===== config.mk =====
export PLATFORM = sky130hd
export DESIGN_NAME = pwm_capture
export DESIGN_NICKNAME = d
export VERILOG_FILES = /design/src/rtl/pwm_capture_pkg.sv /design/src/rtl/sync_edge.sv /design/src/rtl/pwm_capture.sv
export SDC_FILE = /design/constraint.sdc
export NUM_CORES = 1
export LEC_CHECK = 0
export ABC_CLOCK_PERIOD_IN_PS = 2100
export BUFFER_PORTS_ARGS = -buffer_cell sky130_fd_sc_hd__buf_4
export CAP_MARGIN = 20
export CORE_UTILIZATION = 58
export CTS_CLUSTER_DIAMETER = 60
export DETAILED_ROUTE_END_ITERATION = 6
export GPL_TIMING_DRIVEN = 0
export PLACE_DENSITY = 0.79
export SYNTH_ARGS = -nofsm -noshare
export SYNTH_HDL_FRONTEND = slang
export SYNTH_SLANG_ARGS = --single-unit

===== constraint.sdc =====
create_clock -name CLK -period 2.1 [get_ports CLK]
set_input_delay 0.42 -clock CLK [delete_from_list [all_inputs] [get_ports CLK]]
set_output_delay 0.42 -clock CLK [all_outputs]
set_load 0.05 [all_outputs]

===== src/rtl/pwm_capture_pkg.sv =====
// Shared types and default sizing for the PWM capture block.
package pwm_capture_pkg;

   typedef enum logic [1:0] {
      IDLE = 2'd0,
      HIGH = 2'd1,
      LOW  = 2'd2
   } state_e;

   localparam int DEF_CNT_W   = 16;
   localparam int DEF_TIMEOUT = 1000;

endpackage


===== src/rtl/sync_edge.sv =====
// Two-flop synchronizer plus a registered edge detector; rise/fall are
// single-cycle strobes three clocks after the asynchronous input moves.
module sync_edge (
   input  logic CLK,
   input  logic RST,
   input  logic d_async,
   output logic rise,
   output logic fall
);

   logic sync1_q;
   logic sync2_q;
   logic prev_q;
   logic rise_q;
   logic fall_q;

   // synchronizer, history flop and registered strobes
   always_ff @(posedge CLK) begin
      if (RST) begin
         sync1_q <= 1'b0;
         sync2_q <= 1'b0;
         prev_q  <= 1'b0;
         rise_q  <= 1'b0;
         fall_q  <= 1'b0;
      end else begin
         sync1_q <= d_async;
         sync2_q <= sync1_q;
         prev_q  <= sync2_q;
         rise_q  <= sync2_q & ~prev_q;
         fall_q  <= ~sync2_q & prev_q;
      end
   end

   assign rise = rise_q;
   assign fall = fall_q;

endmodule


===== src/rtl/pwm_capture.sv =====
// Measures period and high time of an asynchronous PWM/tach input, with
// saturation reporting and an edge-free stall detector.
module pwm_capture
   import pwm_capture_pkg::*;
#(
   parameter int CNT_W   = DEF_CNT_W,
   parameter int TIMEOUT = DEF_TIMEOUT
) (
   input  logic             CLK,
   input  logic             RST,
   input  logic             en,
   input  logic             pwm_in,
   output logic [CNT_W-1:0] period,
   output logic [CNT_W-1:0] high_time,
   output logic             meas_valid,
   output logic             overflow,
   output logic             stalled
);

   localparam logic [CNT_W-1:0] CNT_MAX  = {CNT_W{1'b1}};
   localparam logic [CNT_W-1:0] CNT_ZERO = {CNT_W{1'b0}};
   localparam logic [CNT_W-1:0] CNT_ONE  = CNT_W'(1);
   localparam logic [CNT_W-1:0] TO_TC    = CNT_W'(TIMEOUT);

   function automatic logic [CNT_W-1:0] sat_inc(input logic [CNT_W-1:0] v);
      return (v == CNT_MAX) ? v : v + CNT_ONE;
   endfunction

   logic             rise_s, fall_s;
   logic             stall_evt_s, start_s, publish_s, high_run_s;
   state_e           state_q, state_d;
   logic [CNT_W-1:0] per_cnt_q, per_cnt_d, high_cnt_q, high_cnt_d, to_cnt_q, to_cnt_d;
   logic [CNT_W-1:0] period_q, period_d, high_time_q, high_time_d;
   logic             meas_valid_q, meas_valid_d, overflow_q, overflow_d, stalled_q, stalled_d;

   sync_edge u_sync_edge (
      .CLK     (CLK),
      .RST     (RST),
      .d_async (pwm_in),
      .rise    (rise_s),
      .fall    (fall_s)
   );

   // A strobe landing on the terminal count wins over the stall.
   assign stall_evt_s = en && (to_cnt_q == TO_TC) && !rise_s && !fall_s;

   // FSM state register
   always_ff @(posedge CLK) begin
      if (RST) begin
         state_q <= IDLE;
      end else begin
         state_q <= state_d;
      end
   end

   // FSM next-state logic
   always_comb begin
      state_d = state_q;
      if (!en) begin
         state_d = IDLE;
      end else begin
         case (state_q)
            IDLE:    if (rise_s) state_d = HIGH; else state_d = IDLE;
            HIGH:    if (fall_s) state_d = LOW;  else if (stall_evt_s) state_d = IDLE; else state_d = HIGH;
            LOW:     if (rise_s) state_d = HIGH; else if (stall_evt_s) state_d = IDLE; else state_d = LOW;
            default: state_d = IDLE;
         endcase
      end
   end

   // FSM decoded controls
   always_comb begin
      start_s    = 1'b0;
      publish_s  = 1'b0;
      high_run_s = 1'b0;
      if (en) begin
         case (state_q)
            IDLE:    start_s = rise_s;
            HIGH:    high_run_s = !fall_s;
            LOW: begin
               start_s   = rise_s;
               publish_s = rise_s;
            end
            default: start_s = 1'b0;
         endcase
      end else begin
         start_s = 1'b0;
      end
   end

   // measurement and edge-free counters
   always_comb begin
      per_cnt_d  = sat_inc(per_cnt_q);
      high_cnt_d = high_cnt_q;
      to_cnt_d   = sat_inc(to_cnt_q);
      if (!en) begin
         per_cnt_d  = CNT_ZERO;
         high_cnt_d = CNT_ZERO;
         to_cnt_d   = CNT_ZERO;
      end else begin
         if (start_s) begin
            per_cnt_d  = CNT_ONE;
            high_cnt_d = CNT_ONE;
         end else if (high_run_s) begin
            high_cnt_d = sat_inc(high_cnt_q);
         end else begin
            high_cnt_d = high_cnt_q;
         end
         if (rise_s || fall_s) begin
            to_cnt_d = CNT_ZERO;
         end else if (to_cnt_q == TO_TC) begin
            to_cnt_d = to_cnt_q;
         end else begin
            to_cnt_d = sat_inc(to_cnt_q);
         end
      end
   end

   // result and status next-state
   always_comb begin
      period_d     = period_q;
      high_time_d  = high_time_q;
      overflow_d   = overflow_q;
      meas_valid_d = publish_s;
      stalled_d    = stalled_q;
      if (publish_s) begin
         period_d    = per_cnt_q;
         high_time_d = high_cnt_q;
         overflow_d  = (per_cnt_q == CNT_MAX) || (high_cnt_q == CNT_MAX);
      end else begin
         overflow_d  = overflow_q;
      end
      if (!en) begin
         stalled_d = stalled_q;
      end else if (rise_s) begin
         stalled_d = 1'b0;
      end else if (stall_evt_s) begin
         stalled_d = 1'b1;
      end else begin
         stalled_d = stalled_q;
      end
   end

   // counter and output registers
   always_ff @(posedge CLK) begin
      if (RST) begin
         per_cnt_q    <= CNT_ZERO;
         high_cnt_q   <= CNT_ZERO;
         to_cnt_q     <= CNT_ZERO;
         period_q     <= CNT_ZERO;
         high_time_q  <= CNT_ZERO;
         meas_valid_q <= 1'b0;
         overflow_q   <= 1'b0;
         stalled_q    <= 1'b0;
      end else begin
         per_cnt_q    <= per_cnt_d;
         high_cnt_q   <= high_cnt_d;
         to_cnt_q     <= to_cnt_d;
         period_q     <= period_d;
         high_time_q  <= high_time_d;
         meas_valid_q <= meas_valid_d;
         overflow_q   <= overflow_d;
         stalled_q    <= stalled_d;
      end
   end

   assign period     = period_q;
   assign high_time  = high_time_q;
   assign meas_valid = meas_valid_q;
   assign overflow   = overflow_q;
   assign stalled    = stalled_q;

endmodule


==> run metrics <==
Core ar.=6350 µm²; Req. time, crit path=2.34 ns; Avg Inst Size Synth=8.39 µm²; register bit count reported by yosys=90; ANT nets after route=0; first-pass GRT wire length=13800 µm; full die area=6940 µm²; HPWL Detailed=5650 µm; post-place setup slack=-0.226 ns; Reg power frac=59.0%; Die W=83.3 µm; Leak=1.52 nW; PnR worst setup slack=0.157 ns; synthesized area=~3800 µm²; Final Power=roughly 2.9 mW; design area=about 4400 µm²; DRT iter0 DRCs=242; Switching Share=21.9%; largest net degree at the start of global routing=15; asr flop ratio synth=0%; relative slew slack=just over 60%; remaining global-route overflow=0; Sink Count=90; clock latency on the worst-skew pair=0.36 ns; Avg WL per Cell=13.7 µm; FP Rows=29; Max Freq=515 MHz; internal reg-to-reg setup slack=between 0.15 and 0.2 ns; final wirelength=8040 µm; diodes inserted=0; DRC viols=0; vias in the first global route=3078; post-synthesis instance total=457; register area share after synthesis=47.0%; H-tree depth=3; Comb pwr share=2.3%; initial core utilization=60.4%; CTS tree=built; hold_sp=RST; Placed Area=between 4000 and 5000 µm²; power density over cell area=659 nW/µm²; status=finished, final reports clean; Clock power frac=38.8%; Bufs on Longest Clock Path=2; crit-path max FO=8; I/O Buffers=38; hold crit path type=primary input to flop; Final setup viols=0; Die Y=between 80 and 90 µm; RSZ-0062 raised after global routing=no; Util after Layout=a little over two thirds; Peak VDD IR=0.470 mV; initial antenna violation count=0; Final Slew Violations=0; Critical Path Start Type=flop; Worst-path clk slew=0.08 ns; Tot GR Track Use=approximately a quarter; hold_buf cts=0; Max-Cap Viols=0; worst slew pin tran=0.573 ns; Top FF cell, synth=dfxtp_1; count of unique library cells instantiated by Yosys=47; layout cells sized above 1=about an eighth; final cycle utilization of the critical path=92.5%; Tmin final=1.94 ns; gpl congestion=roughly 0.86; # nets final=513; # IOs=39; total CTS buffers=9; Min-Delay Endpoint=u_sync_edge.prev_q; drt pass-1 iters=4; NetSw=0.637 mW; Hold Path Cell Cnt=2; internal power=between 2 and 2.5 mW; syn nets=465; critical path class=flop to flop; Synth-to-Final Area Change=15.3%; R2R Path Start=per_cnt_q[2]; worst clock skew=0.00450 ns; Final Hold Fails=0; Via density=around 5.7; Reg-to-Reg End=per_cnt_q[4]; Setup crit end kind=flop; Post-synth EDFFs=0; fillers=between 500 and 600; Worst Path Arrival=2.18 ns; Root Buffer=clkbuf_8; Via Count=between 3000 and 4000; Ys Warns=0; postcts setup bufs=0; R2R cell count=6; TNS Setup=0 ns
==> cell usage after synthesis (all sizes together), types with 2 or more instances <==
master	instances	share of area [%]
a211oi	4	0.78
a21oi	51	6.7
a311oi	3	0.69
and3	7	1.1
and4	3	0.69
buf	2	0.42
clkbuf	19	1.9
dfxtp	90	47
ha	4	1.3
inv	8	0.78
mux2i	4	1.0
nand2	84	8.2
nand2b	5	0.82
nand3	16	2.2
nand4	17	2.8
nor2	45	4.4
nor2b	6	0.98
nor3	10	1.4
nor3b	5	0.98
nor4	8	1.7
o2111ai	2	0.46
o211ai	3	0.72
o21ai	11	1.8
or3	6	0.98
or4	3	0.68
xnor2	10	2.3
xor2	20	4.6
==> sequential cells by signal, summed over array words and instances (netlist names), 2 cells and up <==
| name | cells |
|---|---|
| high_cnt_q | 16 |
| to_cnt_q | 16 |
| high_time | 16 |
| period | 16 |
| per_cnt_q | 16 |
| state_q | 2 |
==> cell usage in the layout (no fill, tap or decap), types with 3 or more instances in the layout <==
cell       n
dfxtp_1   90
nand2_1   84
a21oi_1   51
nor2_1    45
buf_4     38
clkbuf_1  20
xor2_1    20
nand4_1   17
nand3_1   15
xnor2_1   10
nor3_1     9
clkbuf_8   9
inv_1      8
and3_1     7
nor2b_1    6
nor4_1     6
or3_1      6
o21ai_1    6
nand2b_1   5
nor3b_1    5
mux2i_1    4
a211oi_1   4
and4_1     3
a311oi_1   3
o21ai_0    3
ha_1       3
==> kinds of logic (layout without fill, tap and decap cells) <==
family	after synthesis	count (layout)	share of synthesized area, %
adders and majority gates	4	4	1.30
DFF	90	90	47.0
and+or+nand+nor	223	223	29.0
AOI/OAI and AO/OA	77	77	11.8
xor gates and xnor gates	30	30	6.85
muxes	4	4	1.04
buffers and inverters	29	82	3.07
==> critical path, stage by stage, from the launching register on <==
cell     delay [ns]
dfxtp_1        0.44
nand4_1        0.27
or4_1          0.59
buf_2          0.20
nand4_1        0.12
xor2_1         0.16
nor2_1         0.05
==> how the worst max path moves through the flow <==
stage | start | to | slack [ns] | cells past startpoint
after floorplan | high_cnt_q[0] | high_cnt_q[10] | 0.30 | 7
after global placement | high_cnt_q[0] | high_cnt_q[10] | -0.14 | 7
after detailed placement | high_cnt_q[0] | high_cnt_q[10] | -0.23 | 7
after CTS | per_cnt_q[0] | per_cnt_q[0] | 0.05 | 6
after global routing | per_cnt_q[2] | per_cnt_q[4] | 0.01 | 6
final | per_cnt_q[2] | per_cnt_q[4] | 0.16 | 6
==> power by group through the flow <==
| stage | Sequential (mW) | Clock, mW | Combinational, mW |
|---|---|---|---|
| after floorplan | 1.76 | 0 | 0.0422 |
| after global placement | 1.76 | 0 | 0.0628 |
| after CTS | 1.72 | 1.14 | 0.0659 |
| final | 1.72 | 1.13 | 0.0659 |
| after detailed placement | 1.76 | 0 | 0.0655 |
| after global routing | 1.72 | 1.22 | 0.0737 |
==> metrics by stage <==
step,hold slack [ns],std cells
floorplan,0.383,457
global placement,0.394,572
detailed placement,0.398,572
CTS,0.264,588
global route,0.265,587
finish,0.266,587
==> metal layers <==
layer / GRT usage (%) / vias to the layer above / part of all wire [%]
met5: 0 / - / 0
met2: 40.2 / 88 / 47
met3: 5.17 / 12 / 5.1
met1: 31.6 / 1561 / 46
li1: - / 1687 / -
met4: 8.78 / 0 / 1.5
==> timing repair <==
item,4_1_cts,5_1_grt
pin swaps,0,1
endpoints found under the setup margin,3,7
gates resized for setup,2,2
==> layout make-up <==
type                    instances  area (µm²)  share of cell area [%]
inverters                       8        30.0                   0.679
well taps                      77        96.3                    2.18
flip-flops and latches         90        1800                    40.7
repair buffers                 38         285                    6.45
clock inverters                 5        55.1                    1.24
plain buffers                  20        83.8                    1.89
multi-input cells             338        1940                    43.9
clock buffers                  11         131                    2.97
Note: power is estimated with default switching activity, not from simulation.
